**src/rtl/decode_stage_fwd.sv**
```systemverilog
// RV32I decode stage: register file, operand forwarding, hazard detection,
// branch/jump resolution in ID, and an ID/EX register with hold, bubble and flush.
module decode_stage_fwd #(
    parameter int XLEN   = 32,
    parameter int NREGS  = 32,
    parameter bit FWD_EN = 1'b1,
    localparam int RW    = $clog2(NREGS)
) (
    input  logic            i_clk,
    input  logic            i_rst,
    input  logic            i_valid,
    input  logic [31:0]     i_inst,
    input  logic [XLEN-1:0] i_pc,
    input  logic            i_ex_stall,
    input  logic            i_flush,
    input  logic            i_mem_we,
    input  logic [RW-1:0]   i_mem_rd_num,
    input  logic [XLEN-1:0] i_mem_val,
    input  logic            i_wb_we,
    input  logic [RW-1:0]   i_wb_rd_num,
    input  logic [XLEN-1:0] i_wb_rd,
    output logic            o_stall,
    output logic            o_b_taken,
    output logic [XLEN-1:0] o_b_pc,
    output logic            o_valid,
    output logic [XLEN-1:0] o_pc,
    output logic [XLEN-1:0] o_rs_1,
    output logic [XLEN-1:0] o_rs_2,
    output logic [RW-1:0]   o_rd_num,
    output logic [6:0]      o_opcode,
    output logic [2:0]      o_func_3,
    output logic [6:0]      o_func_7,
    output logic [XLEN-1:0] o_imm
);
    localparam logic [6:0] OP_LUI    = 7'b0110111;
    localparam logic [6:0] OP_AUIPC  = 7'b0010111;
    localparam logic [6:0] OP_JAL    = 7'b1101111;
    localparam logic [6:0] OP_JALR   = 7'b1100111;
    localparam logic [6:0] OP_BRANCH = 7'b1100011;
    localparam logic [6:0] OP_LOAD   = 7'b0000011;
    localparam logic [6:0] OP_STORE  = 7'b0100011;
    localparam logic [6:0] OP_OPIMM  = 7'b0010011;
    localparam logic [6:0] OP_OP     = 7'b0110011;

    typedef struct packed {
        logic            valid;
        logic [XLEN-1:0] pc;
        logic [XLEN-1:0] rs_1;
        logic [XLEN-1:0] rs_2;
        logic [RW-1:0]   rd_num;
        logic [6:0]      opcode;
        logic [2:0]      func_3;
        logic [6:0]      func_7;
        logic [XLEN-1:0] imm;
    } idex_t;

    logic [XLEN-1:0] rf_q [NREGS];
    logic [XLEN-1:0] rf_d [NREGS];
    idex_t           idex_q;
    idex_t           idex_d;

    logic [6:0]      opcode;
    logic [2:0]      func_3;
    logic [6:0]      func_7;
    logic [RW-1:0]   src_num [2];
    logic [XLEN-1:0] src_val [2];
    logic [1:0]      src_use;
    logic [1:0]      ex_hit;
    logic [1:0]      mem_hit;
    logic            is_ctl;
    logic            hz;
    logic            adv;
    logic            cond;
    logic [31:0]     imm32;
    logic [XLEN-1:0] imm;
    logic [XLEN-1:0] target;

    assign opcode     = i_inst[6:0];
    assign func_3     = i_inst[14:12];
    assign func_7     = i_inst[31:25];
    assign src_num[0] = i_inst[15 +: RW];
    assign src_num[1] = i_inst[20 +: RW];
    assign src_use[0] = !(opcode == OP_LUI || opcode == OP_AUIPC || opcode == OP_JAL);
    assign src_use[1] = opcode == OP_BRANCH || opcode == OP_STORE || opcode == OP_OP;

    // Unused sources and x0 read as zero and can never raise a hazard.
    generate
        for (genvar gi = 0; gi < 2; gi++) begin : g_src
            logic live;
            assign live        = src_use[gi] && (src_num[gi] != '0);
            assign ex_hit[gi]  = live && idex_q.valid && (idex_q.rd_num == src_num[gi]);
            assign mem_hit[gi] = live && i_mem_we && (i_mem_rd_num == src_num[gi]);
            assign src_val[gi] = !live                               ? '0 :
                                 (FWD_EN && mem_hit[gi])             ? i_mem_val :
                                 (i_wb_we && i_wb_rd_num == src_num[gi]) ? i_wb_rd :
                                 rf_q[src_num[gi]];
        end
    endgenerate

    assign is_ctl = (opcode == OP_BRANCH) || (opcode == OP_JALR);
    assign hz     = ((|ex_hit) && (idex_q.opcode == OP_LOAD || is_ctl)) ||
                    (!FWD_EN && ((|ex_hit) || (|mem_hit)));

    always_comb begin
        imm32 = '0;
        case (opcode)
            OP_LOAD, OP_OPIMM, OP_JALR: imm32 = {{20{i_inst[31]}}, i_inst[31:20]};
            OP_STORE:  imm32 = {{20{i_inst[31]}}, i_inst[31:25], i_inst[11:7]};
            OP_BRANCH: imm32 = {{19{i_inst[31]}}, i_inst[31], i_inst[7], i_inst[30:25],
                                i_inst[11:8], 1'b0};
            OP_LUI, OP_AUIPC: imm32 = {i_inst[31:12], 12'b0};
            OP_JAL:    imm32 = {{11{i_inst[31]}}, i_inst[31], i_inst[19:12], i_inst[20],
                                i_inst[30:21], 1'b0};
            default:   imm32 = '0;
        endcase
    end

    assign imm = {{(XLEN-31){imm32[31]}}, imm32[30:0]};

    always_comb begin
        cond   = 1'b0;
        target = i_pc + imm;
        case (opcode)
            OP_BRANCH: begin
                case (func_3)
                    3'b000:  cond = src_val[0] == src_val[1];
                    3'b001:  cond = src_val[0] != src_val[1];
                    3'b100:  cond = $signed(src_val[0]) <  $signed(src_val[1]);
                    3'b101:  cond = $signed(src_val[0]) >= $signed(src_val[1]);
                    3'b110:  cond = src_val[0] <  src_val[1];
                    3'b111:  cond = src_val[0] >= src_val[1];
                    default: cond = 1'b0;
                endcase
            end
            OP_JAL:  cond = 1'b1;
            OP_JALR: begin
                cond   = 1'b1;
                target = (src_val[0] + imm) & ~XLEN'(1);
            end
            default: cond = 1'b0;
        endcase
    end

    assign adv       = i_valid && !hz && !i_ex_stall && !i_flush;
    assign o_stall   = !i_rst && i_valid && (hz || i_ex_stall);
    assign o_b_taken = !i_rst && adv && cond;
    assign o_b_pc    = o_b_taken ? target : '0;

    always_comb begin
        rf_d = rf_q;
        if (i_wb_we && i_wb_rd_num != '0) begin
            rf_d[i_wb_rd_num] = i_wb_rd;
        end
    end

    // Branches and stores have no destination; their rd field is immediate bits.
    always_comb begin
        idex_d = idex_q;
        if (!i_ex_stall) begin
            idex_d = '0;
            if (adv) begin
                idex_d.valid  = 1'b1;
                idex_d.pc     = i_pc;
                idex_d.rs_1   = src_val[0];
                idex_d.rs_2   = src_val[1];
                idex_d.rd_num = (opcode == OP_BRANCH || opcode == OP_STORE) ? '0 : i_inst[7 +: RW];
                idex_d.opcode = opcode;
                idex_d.func_3 = func_3;
                idex_d.func_7 = func_7;
                idex_d.imm    = imm;
            end
        end
    end

    always_ff @(posedge i_clk or posedge i_rst) begin
        if (i_rst) begin
            rf_q   <= '{default: '0};
            idex_q <= '0;
        end else begin
            rf_q   <= rf_d;
            idex_q <= idex_d;
        end
    end

    assign o_valid  = idex_q.valid;
    assign o_pc     = idex_q.pc;
    assign o_rs_1   = idex_q.rs_1;
    assign o_rs_2   = idex_q.rs_2;
    assign o_rd_num = idex_q.rd_num;
    assign o_opcode = idex_q.opcode;
    assign o_func_3 = idex_q.func_3;
    assign o_func_7 = idex_q.func_7;
    assign o_imm    = idex_q.imm;
endmodule

```
**config.mk**
```make
export PLATFORM = sky130hd
export DESIGN_NAME = decode_stage_fwd
export DESIGN_NICKNAME = d
export VERILOG_FILES = /design/src/rtl/decode_stage_fwd.sv
export SDC_FILE = /design/constraint.sdc
export NUM_CORES = 2
export LEC_CHECK = 0
export ABC_AREA = 1
export CORE_MARGIN = 2
export CORE_UTILIZATION = 45
export DETAILED_ROUTE_END_ITERATION = 16
export GPL_ROUTABILITY_DRIVEN = 0
export SLEW_MARGIN = 20
export SYNTH_ARGS = -nofsm -noshare
export SYNTH_HDL_FRONTEND = slang
export SYNTH_SLANG_ARGS = --single-unit
```
**constraint.sdc**
```tcl
create_clock -name i_clk -period 48.3 [get_ports i_clk]
set_input_delay 9.66 -clock i_clk [delete_from_list [all_inputs] [get_ports i_clk]]
set_output_delay 9.66 -clock i_clk [all_outputs]
set_load 0.1 [all_outputs]
```
==> flow_summary.toml <==
[placement]
dp_cells = 10500
io_buffer_count = 329
dp_hpwl_um = 170000
dp_slack_ps = 20970

[timing]
period_needed_ps = 27730
fin_worst_skew_ps = 30.4
finalWorstSetupSlack_ps = 20570
rsz0062_at_grt = "no"
fmax_ghz = 0.0361
maxSlewHeadroom_pct = 15.5
tightest_slew_ps = 1250
slew_violations = 0
tns_ps = 0
min_period_over_period_pct = 57.4
setup_viol = 0
final_hold_viol_count = 0

[critical_path]
cp_max_fo = 41
cp.arrival_ps = 18070
crit_type = "input port to primary output"
cp-start-kind = "input port"
required_ps = 38640
timing.rr.end = "o_rs_1[13]"
regToRegSetupSlack_ps = 44900
critPathMaxStageDelay_ps = 1120
cp_slowest_cell = "clkdlybuf4s50_1"
cp-end-kind = "primary output"
r2r_cells = 14
cpMostUsedCell = "nand2_1"
r2r-start = "o_rd_num[1]"

[min_path]
hold_depth = 0
whs_endpoint = "rf_q[999]"
worstHoldStart = "rf_q[999]"
hp-class = "register to register"

[route]
drt-total-wl_um = 289000
drtAntennaViolNets = 0
dr.pass1.iters = 10
drtIter0Drc = 9591
wire_per_inst_um = 26.8
drc = 0
via_per_inst = 6.29
vias = 67739

[clock_tree]
ctsHoldBuffers = 0
cts_buffer_depth = 3
cts_made_buffers = 140
cts_setup_buffers = 0
cts_tree = "yes"
cts-htree-levels = 4
clock_latency_ps = 810
cts_resized = 0
numClockSinks = 1175
clkSlewWorstSetupHoldPaths_ps = 50
cts_root_buffer = "clkbuf_16"

[cells_and_area]
layout_common_cells = "o21ai_0 (1744), nand2_1 (1740), dfrtp_1 (1175)"
syn_to_final_growth_pct = 12.5
drive_gt1_share_pct = 5.82
fin_cells = 10764
final_common_cell = "o21ai_0"
fin_nets = 8953
postLayoutCoreUtil_pct = 51.1

[power]
ir_drop_mv = 0.0410
power_leakage_nw = 33.0
power_density_mw_per_mm2 = 39.4

[floorplan]
ios = 330
die_h_um = 390
initial_core_util_pct = 45.4
rows = 141
core-area_mm2 = 0.148
die_x_um = 390
dieArea_mm2 = 0.152

[yosys]
synth_seq_cells = 1175
synth_edf_count = 0
yosys_warnings = 0
synth-seq-area-share_pct = 43.7
synth_ff_type = "dfrtp_1"
synth_area_mm2 = 0.0672
synthArstFlopShare_pct = 100
syn_inst = 8906
syn_nets = 9146
synth_cell_types = 67
synth.avg_cell_area_um2 = 7.55

[grt]
grt.total_usage_pct = 37.1
antenna_found_initial = 14
grt_pass1_vias = 62341
grt_start_max_net_pins = 178
grt_pass1_wl_um = 423000
grt.overflow.total = 0

[run]
maxCapViolations = 0

[run_status]
status = "finished clean"
## synthesized netlist by cell type (15+ instances only)
master / number / share of area [%]
clkbuf_1: 490 / 2.7
o211ai_1: 262 / 2.9
a22o_1: 66 / 0.86
a21oi_1: 796 / 5.9
o2111ai_1: 48 / 0.63
ha_1: 93 / 1.7
a211oi_1: 95 / 1.1
buf_2: 227 / 1.7
nor3_1: 47 / 0.35
xor2_1: 18 / 0.23
nand3_1: 520 / 3.9
o21ai_0: 1745 / 13
inv_1: 600 / 3.4
nand2_1: 1767 / 9.9
o21ai_1: 61 / 0.45
nor2_1: 453 / 2.5
o221ai_1: 50 / 0.65
o311ai_0: 21 / 0.27
nand4_1: 15 / 0.14
dfrtp_1: 1175 / 44
buf_6: 18 / 0.30
buf_1: 40 / 0.22
a21oi_2: 15 / 0.20
inv_2: 20 / 0.11
buf_4: 27 / 0.30
nor4_1: 54 / 0.50
## layout make-up
cell class / count / area, um2
clock inverters: 37 / 526
clock buffers: 217 / 4290
inverters: 623 / 2390
multi-input cells: 6305 / 32100
fillers: 14174 / 72400
well taps: 1930 / 2410
diodes: 9 / 22.5
repair buffers: 468 / 4460
flip-flops and latches: 1175 / 29400
## state kept, by name (all words and copies together), names as in the netlist
| signal | flops |
|---|---|
| o_func_7 | 7 |
| rf_q | 1024 |
| o_rd_num | 5 |
| o_pc | 32 |
| o_opcode | 7 |
| o_rs_2 | 32 |
| o_rs_1 | 32 |
| o_func_3 | 3 |
| o_valid | 1 |
| o_imm | 32 |
## power breakdown
part | total (mW) | internal [mW] | switching [mW]
clock network | 1.12 | 0.661 | 0.456
registers | 1.26 | 1.15 | 0.111
logic | 0.597 | 0.192 | 0.405
total | 2.98 | 2.00 | 0.973
## per-stage QoR
stage / area (um2) / hold slack [ps] / power, mW
after global routing: 75600 / 384 / 3.11
after floorplan: 67200 / 429 / 1.67
final: 75600 / 374 / 2.98
after CTS: 75600 / 377 / 2.97
after detailed placement: 70800 / 366 / 1.86
after global placement: 70700 / 365 / 1.84
## how the worst max path moves through the flow
| stage | start | endpoint | depth (start not counted) |
|---|---|---|---|
| detailed placement | i_inst[16] | o_b_pc[31] | 30 |
| global route | i_inst[16] | o_b_pc[27] | 30 |
| global placement | i_inst[24] | o_b_pc[30] | 26 |
| finish | i_inst[24] | o_b_pc[15] | 28 |
| CTS | i_inst[16] | o_b_pc[31] | 30 |
| floorplan | i_rst | o_func_3[0] | 1 |
## per-layer routing
metal,vias to the layer above,global-route usage [%],part of all wire (%)
li1,30174,-,-
met1,32402,49.3,39
met2,4249,55.5,43
met3,904,9.63,12
met4,10,19.6,5.8
met5,-,0.510,0.058
## worst max-delay path: cells and delay by family
| kind | cells | cell delay, ps |
|---|---|---|
| AND/OR/NAND/NOR | 16 | 2390 |
| buffers and inverters | 8 | 3890 |
| AO/OA/AOI/OAI | 3 | 1530 |
| adder cells (fa/ha/maj) | 1 | 450 |
## cell families (layout without fill, tap and decap cells)
family | count (synthesis) | count (layout) | share of synthesized area (%)
fa+ha+maj | 95 | 95 | 1.79
other cells | 0 | 9 | 0
buf+inv | 1426 | 1345 | 8.74
xor+xnor | 26 | 26 | 0.339
compound gates | 3266 | 3266 | 27.4
simple gates | 2918 | 2918 | 18.0
flops | 1175 | 1175 | 43.7
Power figures use the tool's default switching activity.
